**config.mk**
```make
export PLATFORM = sky130hd
export DESIGN_NAME = blob_stats
export DESIGN_NICKNAME = d
export VERILOG_FILES = /design/src/rtl/blob_stats.sv
export SDC_FILE = /design/constraint.sdc
export NUM_CORES = 2
export LEC_CHECK = 0
export BUFFER_PORTS_ARGS = -buffer_cell sky130_fd_sc_hd__buf_2
export CORE_MARGIN = 4
export CORE_UTILIZATION = 51
export CTS_CLUSTER_SIZE = 30
export DETAILED_ROUTE_END_ITERATION = 6
export PLACE_DENSITY = 0.67
export SKIP_CTS_REPAIR_TIMING = 1
export SYNTH_ARGS = -nofsm -noshare
export SYNTH_HDL_FRONTEND = slang
export SYNTH_SLANG_ARGS = --single-unit
```
**constraint.sdc**
```tcl
create_clock -name clk_in -period 7.7 [get_ports clk_in]
set_input_delay 0.77 -clock clk_in [delete_from_list [all_inputs] [get_ports clk_in]]
set_output_delay 0.77 -clock clk_in [all_outputs]
set_load 0.05 [all_outputs]
```
**src/rtl/blob_stats.sv**
```systemverilog
// Per-label area / centroid accumulator; on frame end prunes small blobs and emits one record per blob.
// Latency: pixel -> table 1 cycle; per emitted blob 1 scan + 26 divide + 1 emit cycles.
// Backpressure: record held stable while blob_ready_in is low; input ignored while busy. BLOB_BBOX_EN adds bounding boxes.
module blob_stats #(
    parameter int WIDTH      = 320,
    parameter int HEIGHT     = 180,
    parameter int MAX_LABELS = 16,
    parameter int MIN_AREA   = 50
) (
    input  logic        clk_in,
    input  logic        rst_in,
    input  logic [7:0]  label_in,
    input  logic [10:0] x_in,
    input  logic [9:0]  y_in,
    input  logic        valid_in,
    input  logic        frame_done_in,
    output logic        busy_out,
    output logic        blob_valid_out,
    input  logic        blob_ready_in,
    output logic [7:0]  blob_label_out,
    output logic [8:0]  blob_x_out,
    output logic [7:0]  blob_y_out,
    output logic [15:0] blob_area_out,
    output logic        frame_summary_out,
    output logic [7:0]  num_blobs_out,
    output logic        overflow_out
`ifdef BLOB_BBOX_EN
    ,
    output logic [8:0]  blob_xmin_out,
    output logic [8:0]  blob_xmax_out,
    output logic [7:0]  blob_ymin_out,
    output logic [7:0]  blob_ymax_out
`endif
);

    localparam int              IW       = $clog2(MAX_LABELS);
    localparam logic [IW-1:0]   LAST_IDX = IW'(MAX_LABELS - 1);
    localparam logic [7:0]      LBL_LIM  = 8'(MAX_LABELS);
    localparam logic [10:0]     X_LIM    = 11'(WIDTH);
    localparam logic [9:0]      Y_LIM    = 10'(HEIGHT);
    localparam logic [15:0]     AREA_MIN = 16'(MIN_AREA);

    typedef enum logic [2:0] {ACCUM, SCAN, DIVIDE, EMIT, DONE, CLEAR} state_t;

    state_t                  state;
    logic [15:0]             area [MAX_LABELS];
    logic [25:0]             xsum [MAX_LABELS];
    logic [25:0]             ysum [MAX_LABELS];
    logic [MAX_LABELS-1:0]   present;
`ifdef BLOB_BBOX_EN
    logic [8:0]              xmin [MAX_LABELS];
    logic [8:0]              xmax [MAX_LABELS];
    logic [7:0]              ymin [MAX_LABELS];
    logic [7:0]              ymax [MAX_LABELS];
`endif

    logic [IW-1:0]           idx;
    logic [4:0]              cnt;
    logic [7:0]              blob_cnt;
    logic [25:0]             xq, yq;
    logic [15:0]             xr, yr;
    logic [15:0]             dv;

    logic                    pix_ok;
    logic [IW-1:0]           pix_lbl;
    logic [16:0]             dv_ext, xr_sh, yr_sh;
    logic                    x_ge, y_ge;
    logic [15:0]             xr_nx, yr_nx;
    logic [25:0]             xq_nx, yq_nx;

    assign pix_lbl = label_in[IW-1:0];
    assign pix_ok  = valid_in && (state == ACCUM) && (label_in != 8'd0) &&
                     (label_in < LBL_LIM) && (x_in < X_LIM) && (y_in < Y_LIM);

    // Restoring divider step: dividend register shifts out MSB-first and fills with quotient bits.
    always_comb begin
        dv_ext = {1'b0, dv};
        xr_sh  = {xr, xq[25]};
        yr_sh  = {yr, yq[25]};
        x_ge   = (xr_sh >= dv_ext);
        y_ge   = (yr_sh >= dv_ext);
        xr_nx  = x_ge ? 16'(xr_sh - dv_ext) : xr_sh[15:0];
        yr_nx  = y_ge ? 16'(yr_sh - dv_ext) : yr_sh[15:0];
        xq_nx  = {xq[24:0], x_ge};
        yq_nx  = {yq[24:0], y_ge};
    end

    always_ff @(posedge clk_in) begin
        if (rst_in || state == CLEAR) begin
            for (int i = 0; i < MAX_LABELS; i++) begin
                area[i]    <= '0;
                xsum[i]    <= '0;
                ysum[i]    <= '0;
                present[i] <= 1'b0;
`ifdef BLOB_BBOX_EN
                xmin[i]    <= 9'(WIDTH - 1);
                xmax[i]    <= '0;
                ymin[i]    <= 8'(HEIGHT - 1);
                ymax[i]    <= '0;
`endif
            end
        end else if (pix_ok) begin
            if (area[pix_lbl] != 16'hFFFF)
                area[pix_lbl] <= area[pix_lbl] + 16'd1;
            xsum[pix_lbl]    <= xsum[pix_lbl] + 26'(x_in);
            ysum[pix_lbl]    <= ysum[pix_lbl] + 26'(y_in);
            present[pix_lbl] <= 1'b1;
`ifdef BLOB_BBOX_EN
            if (x_in[8:0] < xmin[pix_lbl]) xmin[pix_lbl] <= x_in[8:0];
            if (x_in[8:0] > xmax[pix_lbl]) xmax[pix_lbl] <= x_in[8:0];
            if (y_in[7:0] < ymin[pix_lbl]) ymin[pix_lbl] <= y_in[7:0];
            if (y_in[7:0] > ymax[pix_lbl]) ymax[pix_lbl] <= y_in[7:0];
`endif
        end
    end

    always_ff @(posedge clk_in) begin
        if (rst_in) begin
            state             <= ACCUM;
            idx               <= '0;
            cnt               <= '0;
            blob_cnt          <= '0;
            xq                <= '0;
            yq                <= '0;
            xr                <= '0;
            yr                <= '0;
            dv                <= '0;
            busy_out          <= 1'b0;
            blob_valid_out    <= 1'b0;
            blob_label_out    <= '0;
            blob_x_out        <= '0;
            blob_y_out        <= '0;
            blob_area_out     <= '0;
            frame_summary_out <= 1'b0;
            num_blobs_out     <= '0;
            overflow_out      <= 1'b0;
`ifdef BLOB_BBOX_EN
            blob_xmin_out     <= '0;
            blob_xmax_out     <= '0;
            blob_ymin_out     <= '0;
            blob_ymax_out     <= '0;
`endif
        end else begin
            case (state)
                ACCUM: begin
                    if (valid_in && label_in >= LBL_LIM)
                        overflow_out <= 1'b1;
                    if (frame_done_in) begin
                        state    <= SCAN;
                        idx      <= IW'(1);
                        busy_out <= 1'b1;
                    end
                end
                SCAN: begin
                    if (present[idx] && area[idx] >= AREA_MIN) begin
                        xq    <= xsum[idx];
                        yq    <= ysum[idx];
                        xr    <= '0;
                        yr    <= '0;
                        dv    <= area[idx];
                        cnt   <= '0;
                        state <= DIVIDE;
                    end else if (idx == LAST_IDX) begin
                        state             <= DONE;
                        frame_summary_out <= 1'b1;
                        num_blobs_out     <= blob_cnt;
                    end else begin
                        idx <= idx + 1'b1;
                    end
                end
                DIVIDE: begin
                    xq  <= xq_nx;
                    yq  <= yq_nx;
                    xr  <= xr_nx;
                    yr  <= yr_nx;
                    cnt <= cnt + 5'd1;
                    if (cnt == 5'd25) begin
                        // Centroids are below WIDTH/HEIGHT, so the low quotient bits carry the full value.
                        state          <= EMIT;
                        blob_valid_out <= 1'b1;
                        blob_label_out <= 8'(idx);
                        blob_x_out     <= xq_nx[8:0];
                        blob_y_out     <= yq_nx[7:0];
                        blob_area_out  <= dv;
`ifdef BLOB_BBOX_EN
                        blob_xmin_out  <= xmin[idx];
                        blob_xmax_out  <= xmax[idx];
                        blob_ymin_out  <= ymin[idx];
                        blob_ymax_out  <= ymax[idx];
`endif
                    end
                end
                EMIT: begin
                    if (blob_ready_in) begin
                        blob_valid_out <= 1'b0;
                        blob_cnt       <= blob_cnt + 8'd1;
                        if (idx == LAST_IDX) begin
                            state             <= DONE;
                            frame_summary_out <= 1'b1;
                            num_blobs_out     <= blob_cnt + 8'd1;
                        end else begin
                            idx   <= idx + 1'b1;
                            state <= SCAN;
                        end
                    end
                end
                DONE: begin
                    frame_summary_out <= 1'b0;
                    num_blobs_out     <= '0;
                    state             <= CLEAR;
                end
                CLEAR: begin
                    overflow_out <= 1'b0;
                    busy_out     <= 1'b0;
                    blob_cnt     <= '0;
                    state        <= ACCUM;
                end
                default: state <= ACCUM;
            endcase
        end
    end

endmodule

```
# [Yosys cells after proc, flatten, opt, wreduce, memory -nomap -nowiden]
# Memories as Yosys holds them, arrays and structs flattened. A register that Yosys moved wholly into a read port is not among the register bits.
# Index checks and enable logic that the tools add are counted.
# Widths: inputs -> output; s select.
[word_totals] mem_bits_rw=1088 memories=3 regBits=185 output_inout_bits=53
[op_classes] n_eq_ne=17 reduce_logical=31 n_mux=69 add_sub_neg=8 n_lt_le_gt_ge=10 bitwise_logic=1
[mem_list] memory="xsum" words=16 word_bits=26 read_ports=2 rd_ports_with_merged_regs=1 write_ports=16 line="47" source="logic [25:0] xsum [MAX_LABELS];"
[mem_list] memory="ysum" words=16 word_bits=26 read_ports=2 rd_ports_with_merged_regs=1 write_ports=16 line="48" source="logic [25:0] ysum [MAX_LABELS];"
[mem_list] memory="area" words=16 word_bits=16 read_ports=2 rd_ports_with_merged_regs=1 write_ports=16 line="46" source="logic [15:0] area [MAX_LABELS];"
[ops] cell="$mux 26" n=4
[ops] cell="$pmux 26 s2" n=2
[ops] cell="$mux 16" n=4
[ops] cell="$pmux 16 s2" n=2
[ops] cell="$mux 4" n=13
[ops] cell="$reduce_or 26->1" n=2
[ops] cell="$mux 8" n=5
[ops] cell="$ge 17x16->1" n=2
[ops] cell="$sub 16x16->16" n=2
[ops] cell="$add 26x10->26" n=1
[ops] cell="$add 26x11->26" n=1
[ops] cell="$pmux 8 s3" n=1
[ops] cell="$mux 1" n=21
[ops] cell="$mux 3" n=6
[ops] cell="$add 16x1->16 const B" n=1
[ops] cell="$ge 16x6->1 const B" n=1
[ops] cell="$ne 16x16->1 const B" n=1
[ops] cell="$or 16x16->16" n=1
[ops] cell="$pmux 8 s2" n=1
[ops] cell="$reduce_or 16->1" n=1
[ops] cell="$pmux 3 s5" n=1
[ops] cell="$ne 2x2->1 const B" n=7
[ops] cell="$pmux 4 s3" n=1
[ops] cell="$reduce_and 2->1" n=6
[ops] cell="other kinds (31)" n=49

# [Depth between registers and ports, before layout]
[logic_depth] ltp_word=11 depth_mapped=23 ltp_nobuf=13

# [Least setup slack after synthesis]
# No wires, ideal clock.
[synth_timing] kind="input to register" start="in label_in[0]" end="mem xsum[3][10], data pin" required_time_ns=7.434 arrival_time_ns=6.427 stages=23 slack_ns=1.007 path_cell_list="buf_2 buf_6 buf_6 buf_6 buf_4 buf_6 buf_6 buf_4 buf_1 mux4_2 mux4_2 ha_1 fa_1 a21o_1 a21oi_1 o21bai_1 a2111o_1 and2_1 a21o_1 a21oi_1 xor2_1 clkbuf_1 nor2_1"
[synth_rtl] element="start, declared" line="12" source="input logic [7:0] label_in,"
[synth_rtl] element="end, declared" line="47"

==> flow_summary.yaml <==
floorplan:
  design.core.area_um2: 126000
  dieArea_um2: 133000
  fp.dieW_um: 365
  ioPinCount: 87
  die_h_um: 365
  rows: 130
  start_util_pct: 51.5
place:
  post-dp-hpwl_mm: 112
  routabilityCongestion: 0.852
  dp_slack_ns: 1.39
  io_buffers: 82
run:
  max-cap-violations: 0
power_and_ir_drop:
  power.leakage_nw: 24.8
  switching_share_pct: 25.1
  ir_worst_vdd_uv: 221
  p_comb_share_pct: 11.5
  p_clk_share_pct: 39.9
  pwr-share-seq_pct: 48.6
  pwr_density_cell_nw_per_um2: 226
  p_int_mw: 12.1
  p_sw_mw: 4.04
sta:
  min_period_ns: 5.58
  rsz0062_at_grt: "no"
  fmax_mhz: 179
  skew_ns: 0.0250
  timing.final.max_slew_violations: 0
  whs_ns: 0.440
  tightest_slew_ns: 1.38
  period_share_pct: 72.4
  setup_violations: 0
  setup_slack_ns: 2.12
  finalHoldViolCount: 0
  slew-limit-headroom_pct: 7.88
  tns_ns: 0
yosys:
  ys_ff_latch: 1277
  syn_area_per_cell_um2: 14.1
  synth_edf_count: 1088
  yosys_warnings: 0
  synth_top_cell_area_share_pct: 50.3
  synthTopCellsByCount: "nor2_1, edfxtp_1, mux4_2, nand2_1, clkbuf_1"
  synthFlopType: "edfxtp_1"
  synth_cells: 4615
  syn-cell-area_um2: 64900
  async_reset_ff_share_pct: 0
  ys_types: 82
  seq_area_frac_synth_pct: 56.2
  synth_area_leaders: "edfxtp_1, mux4_2, nor2_1, dfxtp_1, nand2_1"
  synth_most_common_cell: "nor2_1"
  synth_top_cell_by_area: "edfxtp_1"
critical_path:
  ff2ff_setup_slack_ns: 2.35
  crit_type: "in2reg"
  crit_required_ns: 8.17
  crit_path_start_kind: "input pin"
  worstSetupEndpointType: "register"
  arrival_ns: 6.04
  path_max_fanout: 64
finish:
  drive_above_1_share_pct: 24.6
  final_nets: 4710
  area_growth_pct: 9.98
global_routing:
  grt-ovfl-total: 0
  grt_usage_pct: 30.0
  grt_pass1_vias: 42500
  grt_max_degree: 138
  grt_pass1_wl_mm: 290
  antenna_found_initial: 2
detailed_routing:
  vias: 43100
  viasPerCell: 6.77
  dr.pass1.iters: 7
  drt_iter0_drc: 6684
  antenna_left: 0
  wl_mm: 198
  wl_per_cell_um: 31.0
  drc_errors: 18
clocking:
  root_buffer: "clkbuf_16"
  clock_path_buffers: 3
  cts_tree: "yes"
  cts_sinks: 1277
  cts_max_level: 4
  numCtsBuffers: 135
  path_clk_slew_ns: 0.06
  clkLatencyLatePin_ns: 0.77
worst_hold_path:
  min_path_type: "reg2reg"
status:
  violations: "design-rule violations"
  status: "finished with violations"
## critical path: stages
cell and delay [ns]:
buf_8 0.55, mux4_2 0.60, mux4_2 0.50, ha_1 0.26
fa_1 0.44, a21o_1 0.17, a21oi_1 0.22, o21bai_1 0.12
a2111o_1 0.44, a311oi_1 0.45, buf_4 0.24, nand2b_2 0.20
xor2_1 0.85, nor2_1 0.11
## state kept, by name, indices dropped and copies added (netlist names), named ones only
register	flops
xsum	416
overflow_out	1
blob_cnt	8
ysum	416
busy_out	1
frame_summary_out	1
yr	16
blob_x_out	9
blob_y_out	8
dv	16
yq	26
area	256
num_blobs_out	8
present	16
xq	26
state	3
idx	4
blob_label_out	4
cnt	5
blob_valid_out	1
blob_area_out	16
xr	16
## metal layers
metal	up-vias	wire, um	track usage (%)
met4	0	7190	10.0
met2	3096	90900	46.2
met5	-	0	0
met1	22000	73400	42.3
li1	17600	-	-
met3	493	26100	7.61
## cell usage in the layout (no fill, tap or decap), types with 72 or more instances in the layout
master and n:
dfxtp_1 186, nand2_1 206, buf_2 77, conb_1 72, clkbuf_16 142, mux4_2 657, nor2_1 1155, edfxtp_1 1088
a21oi_1 143, buf_4 108
## worst paths after layout
check / cells past startpoint / end / from
setup / recovery: 14 / xsum[15][16] / label_in[0]
setup reg to reg: 10 / xq[24] / register
hold / removal: 2 / present[5] / present[5]
hold reg to reg: 2 / present[5] / present[5]
## power groups by stage
stage	Clock [mW]	Combinational, mW	Sequential, mW
after floorplan	0	1.33	7.91
after CTS	6.48	1.84	7.82
final	6.43	1.86	7.83
after global routing	6.79	1.96	7.85
after global placement	0	1.82	7.95
after detailed placement	0	1.83	7.97
## cells by family after synthesis
family / share of synthesized area, %
other: 0.00578
adder cells (fa/ha/maj): 1.24
multiplexers: 23.8
AND/OR/NAND/NOR: 10.3
buffers and inverters: 3.23
AO/OA/AOI/OAI: 3.93
XOR/XNOR: 1.25
flip-flops: 56.2
## layout make-up
type	instances	area [um^2]
Fill cell	9872	54700
Sequential cell	1277	36500
Multi-Input combinational cell	2954	26900
Clock buffer	185	3860
Tap cell	1650	2060
Timing Repair Buffer	198	1430
Clock inverter	59	443
Inverter	48	188
Antenna cell	1	2.50
## per-stage QoR
stage	utilization, %	cells	total power, mW	instance area [um^2]
floorplan	-	4686	9.23	65200
detailed placement	53.2	6126	9.80	67000
global route	56.6	6371	16.6	71400
CTS	56.6	6370	16.1	71400
global placement	53.2	6126	9.77	67000
finish	56.6	6372	16.1	71400
(Power assumes the default switching activity.)
